**src/rtl/pxs_sprite_motion_sched_pkg.sv**
```systemverilog
// Shared types for the sprite motion scheduler: pixel-stream field positions,
// FSM state encoding, slot record layout and per-slot reset values.
package pxs_sprite_motion_sched_pkg;

  localparam int STR_W  = 26;
  localparam int CRD_W  = 10;
  localparam int XC_LSB = 16;
  localparam int YC_LSB = 6;

  typedef enum logic [1:0] {
    ST_IDLE    = 2'd0,
    ST_BOUNCE  = 2'd1,
    ST_MOVE    = 2'd2,
    ST_PUBLISH = 2'd3
  } state_t;

  // Bit order matches cfg_data so a write is a straight copy.
  typedef struct packed {
    logic [9:0] x;
    logic [9:0] y;
    logic [2:0] sx;
    logic [2:0] sy;
    logic       dx;
    logic       dy;
  } cfg_t;

  typedef struct packed {
    cfg_t       mot;
    logic [1:0] idx;
  } slot_t;

  function automatic logic [CRD_W-1:0] str_xc(input logic [STR_W-1:0] s);
    return s[XC_LSB +: CRD_W];
  endfunction

  function automatic logic [CRD_W-1:0] str_yc(input logic [STR_W-1:0] s);
    return s[YC_LSB +: CRD_W];
  endfunction

  function automatic slot_t slot_reset(input int k);
    slot_t s;
    s.mot.x  = 10'(40 + 64 * k);
    s.mot.y  = '0;
    s.mot.sx = 3'd2;
    s.mot.sy = '0;
    s.mot.dx = 1'b0;
    s.mot.dy = 1'b0;
    s.idx    = '0;
    return s;
  endfunction

endpackage

```
**src/rtl/pxs_sprite_motion_sched_axis.sv**
```systemverilog
// One-axis step with wall bounce: advance pos by spd in direction dir, clamp at 0 / LIMIT.
// Purely combinational; no handshake.
module pxs_axis_step #(
  parameter int LIMIT = 608
) (
  input  logic [9:0] pos,
  input  logic [2:0] spd,
  input  logic       dir,
  output logic [9:0] pos_nxt,
  output logic       dir_nxt
);

  localparam logic [9:0] LIM = 10'(LIMIT);

  // 11-bit sum so x+sx near the top of the range cannot wrap below LIMIT.
  logic [10:0] fwd;
  assign fwd = {1'b0, pos} + {8'd0, spd};

  always_comb begin
    pos_nxt = pos;
    dir_nxt = dir;
    if (!dir) begin
      if (fwd >= {1'b0, LIM}) begin
        pos_nxt = LIM;
        dir_nxt = 1'b1;
      end else begin
        pos_nxt = fwd[9:0];
      end
    end else begin
      if ({1'b0, pos} < {8'd0, spd}) begin
        pos_nxt = '0;
        dir_nxt = 1'b0;
      end else begin
        pos_nxt = pos - {7'd0, spd};
      end
    end
  end

endmodule

```
**src/rtl/pxs_sprite_motion_sched.sv**
```systemverilog
// Per-frame sprite motion: on end of frame, step/bounce each slot, apply gravity and animation on tick, publish.
// Latency: endframe at cycle T -> upd_done at T+2*N_SPRITE+1; cfg writes only accepted while idle (ignored, no ack, while busy).
module pxs_sprite_motion_sched
  import pxs_sprite_motion_sched_pkg::*;
#(
  parameter int N_SPRITE    = 4,
  parameter int VISIBLECOLS = 640,
  parameter int VISIBLEROWS = 480,
  parameter int SPRITE_W    = 32,
  parameter int SPRITE_H    = 32,
  parameter int ANIM_PERIOD = 10,
  parameter int MAX_SPEED   = 7
) (
  input  logic                          px_clk,
  input  logic                          px_rst,
  input  logic [STR_W-1:0]              RGBStr_i,
  input  logic                          cfg_we,
  input  logic [$clog2(N_SPRITE)-1:0]   cfg_sel,
  input  logic [27:0]                   cfg_data,
  output logic                          cfg_ack,
  output logic [N_SPRITE*10-1:0]        spr_x,
  output logic [N_SPRITE*10-1:0]        spr_y,
  output logic [N_SPRITE*2-1:0]         spr_idx,
  output logic                          busy,
  output logic                          upd_done
);

  localparam int                SEL_W    = $clog2(N_SPRITE);
  localparam int                CNT_W    = $clog2(ANIM_PERIOD + 1);
  localparam logic [CNT_W-1:0]  TICK_CNT = CNT_W'(ANIM_PERIOD - 1);
  localparam logic [SEL_W-1:0]  K_LAST   = SEL_W'(N_SPRITE - 1);
  localparam logic [2:0]        SY_MAX   = 3'(MAX_SPEED);

  state_t            state, state_nxt;
  logic [SEL_W-1:0]  k;
  logic [CNT_W-1:0]  frame_cnt;
  slot_t             wrk [N_SPRITE];
  slot_t             pub [N_SPRITE];
  slot_t             cur, mv;
  cfg_t              cfg_in;
  logic [9:0]        stg_x, stg_y, step_x, step_y;
  logic              stg_dx, stg_dy, step_dx, step_dy;
  logic              endframe, tick, cfg_accept, str_unused;

  assign cfg_in     = cfg_data;
  assign cur        = wrk[k];
  assign tick       = (frame_cnt == TICK_CNT);
  assign endframe   = (str_xc(RGBStr_i) == 10'(VISIBLECOLS - 1)) &&
                      (str_yc(RGBStr_i) == 10'(VISIBLEROWS - 1));
  assign str_unused = ^RGBStr_i[YC_LSB-1:0];

  pxs_axis_step #(.LIMIT(VISIBLECOLS - SPRITE_W)) u_step_x (
    .pos     (cur.mot.x),
    .spd     (cur.mot.sx),
    .dir     (cur.mot.dx),
    .pos_nxt (step_x),
    .dir_nxt (step_dx)
  );

  pxs_axis_step #(.LIMIT(VISIBLEROWS - SPRITE_H)) u_step_y (
    .pos     (cur.mot.y),
    .spd     (cur.mot.sy),
    .dir     (cur.mot.dy),
    .pos_nxt (step_y),
    .dir_nxt (step_dy)
  );

  // Gravity and animation act on the post-bounce direction bits.
  always_comb begin
    mv        = cur;
    mv.mot.x  = stg_x;
    mv.mot.dx = stg_dx;
    mv.mot.y  = stg_y;
    mv.mot.dy = stg_dy;
    if (tick) begin
      if (stg_dy) begin
        if (cur.mot.sy <= 3'd1) begin
          mv.mot.sy = '0;
          mv.mot.dy = 1'b0;
        end else begin
          mv.mot.sy = cur.mot.sy - 3'd1;
        end
      end else if (cur.mot.sy < SY_MAX) begin
        mv.mot.sy = cur.mot.sy + 3'd1;
      end
      mv.idx = stg_dx ? cur.idx - 2'd1 : cur.idx + 2'd1;
    end
  end

  always_comb begin
    state_nxt  = state;
    busy       = (state != ST_IDLE);
    upd_done   = (state == ST_PUBLISH);
    cfg_accept = (state == ST_IDLE) && cfg_we;
    case (state)
      ST_IDLE:    if (endframe) state_nxt = ST_BOUNCE;
      ST_BOUNCE:  state_nxt = ST_MOVE;
      ST_MOVE:    state_nxt = (k == K_LAST) ? ST_PUBLISH : ST_BOUNCE;
      ST_PUBLISH: state_nxt = ST_IDLE;
      default:    state_nxt = ST_IDLE;
    endcase
  end

  // During PUBLISH the outputs already show the new set, so upd_done and data align.
  always_comb begin
    spr_x   = '0;
    spr_y   = '0;
    spr_idx = '0;
    for (int i = 0; i < N_SPRITE; i++) begin
      spr_x[10*i +: 10]  = upd_done ? wrk[i].mot.x : pub[i].mot.x;
      spr_y[10*i +: 10]  = upd_done ? wrk[i].mot.y : pub[i].mot.y;
      spr_idx[2*i +: 2]  = upd_done ? wrk[i].idx   : pub[i].idx;
    end
  end

  always_ff @(posedge px_clk) begin
    if (px_rst) begin
      state     <= ST_IDLE;
      k         <= '0;
      frame_cnt <= '0;
      cfg_ack   <= 1'b0;
      stg_x     <= '0;
      stg_y     <= '0;
      stg_dx    <= 1'b0;
      stg_dy    <= 1'b0;
      for (int i = 0; i < N_SPRITE; i++) begin
        wrk[i] <= slot_reset(i);
        pub[i] <= slot_reset(i);
      end
    end else begin
      state   <= state_nxt;
      cfg_ack <= cfg_accept;
      if (cfg_accept) begin
        wrk[cfg_sel].mot <= cfg_in;
      end
      case (state)
        ST_IDLE: k <= '0;
        ST_BOUNCE: begin
          stg_x  <= step_x;
          stg_dx <= step_dx;
          stg_y  <= step_y;
          stg_dy <= step_dy;
        end
        ST_MOVE: begin
          wrk[k] <= mv;
          k      <= k + SEL_W'(1);
        end
        ST_PUBLISH: begin
          for (int i = 0; i < N_SPRITE; i++) begin
            pub[i] <= wrk[i];
          end
          frame_cnt <= tick ? '0 : frame_cnt + CNT_W'(1);
        end
        default: ;
      endcase
    end
  end

endmodule

```
**config.mk**
```make
export PLATFORM = sky130hd
export DESIGN_NAME = pxs_sprite_motion_sched
export DESIGN_NICKNAME = d
export VERILOG_FILES = /design/src/rtl/pxs_sprite_motion_sched_pkg.sv /design/src/rtl/pxs_sprite_motion_sched_axis.sv /design/src/rtl/pxs_sprite_motion_sched.sv
export SDC_FILE = /design/constraint.sdc
export NUM_CORES = 1
export LEC_CHECK = 0
export ABC_AREA = 1
export CAP_MARGIN = 20
export CORE_ASPECT_RATIO = 1.1
export CORE_MARGIN = 5
export CORE_UTILIZATION = 51
export DETAILED_ROUTE_END_ITERATION = 16
export PLACE_DENSITY = 0.77
export SYNTH_ARGS = -nofsm -noshare
export SYNTH_HDL_FRONTEND = slang
export SYNTH_SLANG_ARGS = --single-unit
```
**constraint.sdc**
```tcl
create_clock -name px_clk -period 4.2 [get_ports px_clk]
set_clock_uncertainty 0.1 [all_clocks]
set_input_delay 0.84 -clock px_clk [delete_from_list [all_inputs] [get_ports px_clk]]
set_output_delay 0.84 -clock px_clk [all_outputs]
set_load 0.005 [all_outputs]
```
==> results_dict.tcl <==
set metrics [dict create \
    status "finished, final reports clean" \
    drt-pass1-iter-count 5 \
    max-cap-violations 0 \
    clk_pin_slew_ps 70 \
    max_stage_delay_ps 580 \
    clkLatencyLatePin_ps 520 \
    vias 10206 \
    synth-seq-area-share_pct 54.4 \
    relSlewSlack_pct 45.9 \
    final.setup.tns_ps 0 \
    cts_tree "done" \
    via_per_inst 5.38 \
    crit_arrival_ps 2580 \
    cts-root-buf "clkbuf_16" \
    multi_input_comb_area_sq_mm 0.00459 \
    irDropWorstVdd_v 0.000231 \
    synthesis.area_sq_mm 0.0127 \
    clock.fmax_mhz 284 \
    grt_max_degree 115 \
    ant_nets 0 \
    yosys_warnings 0 \
    initial_core_util_pct 51.9 \
    slew_violations 0 \
    worst_pin_slew_ps 811 \
    critPathKind "reg -> out" \
    hold_class "reg -> reg" \
    hpwl_mm 23.0 \
    clock-sinks 241 \
    avgRoutedWirePerCell_um 17.1 \
    antennaDiodeCount 0 \
    post_cts_resized 0 \
    startpoint "state[0]" \
    ioPinCount 150 \
    cp_max_fo 43 \
    synth-async-reset-ratio_pct 0 \
    critPathRequiredTime_ps 3260 \
    slowest_stage "clkdlybuf4s50_1" \
    dpl_worst_slack_ps 718 \
    coreArea_sq_mm 0.0245 \
    netlist_instances 1443 \
    grt_pass1_wl_mm 50.9 \
    hold_depth 2 \
    hold_viol 0 \
    worstHoldStart "stg_y[0]" \
    leakagePower_nw 6.14 \
    most-common-layout-cells "291 x nand2_1, 208 x edfxtp_1, 207 x inv_1" \
    fin_crit_ps 3520 \
    cp-start-kind "flop" \
    setup_violations 0 \
    syn-num-nets 1522 \
    r2r-end "stg_x[0]" \
    fill_cells 2045 \
    worst_slack_ps 681 \
    drt_iter0_markers 951 \
    instances_no_fill 1897 \
    synthDistinctLibCells 51 \
    clk_path_buf_depth 3 \
    r2r_cells 20 \
    avgSynthCellArea_sq_um 8.80 \
    port_buffers 143 \
    hold_end "stg_y[0]" \
    yosys_register_bits 241 \
    synth-edff-count 208 \
    ff_latch_area_sq_mm 0.00691 \
    grtUsageTotal_pct 22.5 \
    area_growth_pct 19.6 \
    nets 1651 \
    dieArea_sq_mm 0.0282 \
    post_cts_buffers 0 \
    grt_pass1_vias 9720 \
    final_common_cell "nand2_1" \
    worst_setup_path_end_kind "output port" \
    die_h_um 176 \
    drive_gt1_share_pct 9.07 \
    rows 60 \
    fin_crit_sh_pct 83.8 \
    rsz0062_at_grt "no" \
    synth_ff_type "edfxtp_1" \
    die_x_um 160 \
    cts_hold_buf 0 \
    antenna_found_initial 0 \
    overflow 0 \
    dp_cells 1856 \
    numCtsBuffers 24 \
    gp_congestion 0.886 \
    drc 0 \
    cellPowerDensity_mw_per_mm2 342 \
    rrSetupSlack_ps 840 \
    drt-total-wl_mm 32.4 \
    htreeDepth 1 \
    cp_cell_sequence "nand2_4 > buf_4 > o21ai_0 > clkdlybuf4s50_1" \
]
## Yosys cell counts, types with 2 or more instances
| cell type | instances | share of area, % |
|---|---|---|
| o211ai_1 | 5 | 0.30 |
| ha_1 | 16 | 1.6 |
| o22ai_1 | 23 | 1.1 |
| nand4_1 | 17 | 0.84 |
| inv_2 | 17 | 0.50 |
| xnor2_1 | 5 | 0.34 |
| nor2_4 | 6 | 0.53 |
| nand3_2 | 7 | 0.55 |
| nor3_1 | 10 | 0.39 |
| inv_1 | 208 | 6.1 |
| nand2_2 | 17 | 0.84 |
| nor2_2 | 5 | 0.25 |
| a32oi_1 | 2 | 0.14 |
| nor3_2 | 2 | 0.16 |
| xor2_1 | 14 | 0.97 |
| buf_8 | 2 | 0.24 |
| a32oi_4 | 3 | 0.65 |
| o21ai_0 | 131 | 5.2 |
| clkbuf_1 | 36 | 1.1 |
| dfxtp_1 | 33 | 5.2 |
| o21ai_1 | 7 | 0.28 |
| o21ai_2 | 2 | 0.14 |
| or2_2 | 5 | 0.25 |
| nand3_1 | 46 | 1.8 |
| edfxtp_1 | 208 | 49 |
| buf_4 | 4 | 0.24 |
| buf_1 | 5 | 0.15 |
| and2_1 | 5 | 0.25 |
| a31oi_1 | 5 | 0.25 |
| fa_1 | 4 | 0.63 |
| a211oi_1 | 2 | 0.12 |
| a21oi_2 | 3 | 0.21 |
| nor2_1 | 195 | 5.8 |
| nand2_4 | 4 | 0.35 |
| buf_6 | 6 | 0.53 |
| buf_2 | 13 | 0.51 |
| nand2_1 | 293 | 8.7 |
| a21oi_1 | 64 | 2.5 |
## report_power, final
| group | internal, mW | leakage (nW) | switching, mW |
|---|---|---|---|
| Clock | 1.17 | 0.366 | 0.885 |
| Sequential | 2.68 | 2.33 | 0.0330 |
| Combinational | 0.169 | 3.44 | 0.257 |
## stage by stage
step                      hold slack [ps]  area (sq um)  util (%)  power, mW
final                                 382         15200      62.1       5.20
after global routing                  412         15200      62.1       5.36
after CTS                             383         15200      62.1       5.22
after detailed placement              373         14400      59.0       3.19
after global placement                356         14400      59.0       3.18
after floorplan                       345         12700         -       2.98
## cell families after synthesis
kind of cell / share of synthesized area [%]
flip-flops: 54.4
buffers and inverters: 9.68
AND/OR/NAND/NOR: 21.1
adder cells (fa/ha/maj): 2.21
XOR/XNOR: 1.31
AO/OA/AOI/OAI: 11.3
## critical path: cells and delay by family (launching register included)
family                 cells  cell delay [ps]
buffers and inverters      2              930
and+or+nand+nor            1              280
DFF                        1              500
AOI/OAI and AO/OA          1              350
## metal layers
| layer | up-vias | routed length [um] | track usage [%] |
|---|---|---|---|
| met5 | - | 0 | 0 |
| met3 | 52 | 2950 | 3.61 |
| li1 | 4966 | - | - |
| met2 | 468 | 15300 | 38.0 |
| met1 | 4720 | 13400 | 30.5 |
| met4 | 0 | 723 | 5.84 |
## how the worst max path moves through the flow
stage	slack [ps]	to	depth (start not counted)
final	680	spr_y[29]	4
after global routing	610	spr_y[29]	4
after CTS	680	spr_y[29]	4
after detailed placement	720	wrk[2][5]	7
after global placement	750	wrk[2][5]	7
after floorplan	260	pub[0][0]	4
## layout make-up
type	count	area share [%]
clock buffers	33	4.38
clock inverters	8	0.502
well taps	310	2.55
repair buffers	170	11.2
multi-input cells	907	30.2
flip-flops and latches	241	45.5
inverters	228	5.68
## sequential cells by signal, summed over array words and instances, names as in the netlist, named ones only
register / cells
wrk: 120
stg_dx: 1
frame_cnt: 4
k: 2
state: 2
stg_x: 10
pub: 88
stg_y: 10
stg_dy: 1
cfg_ack: 1
Power figures use the tool's default switching activity.
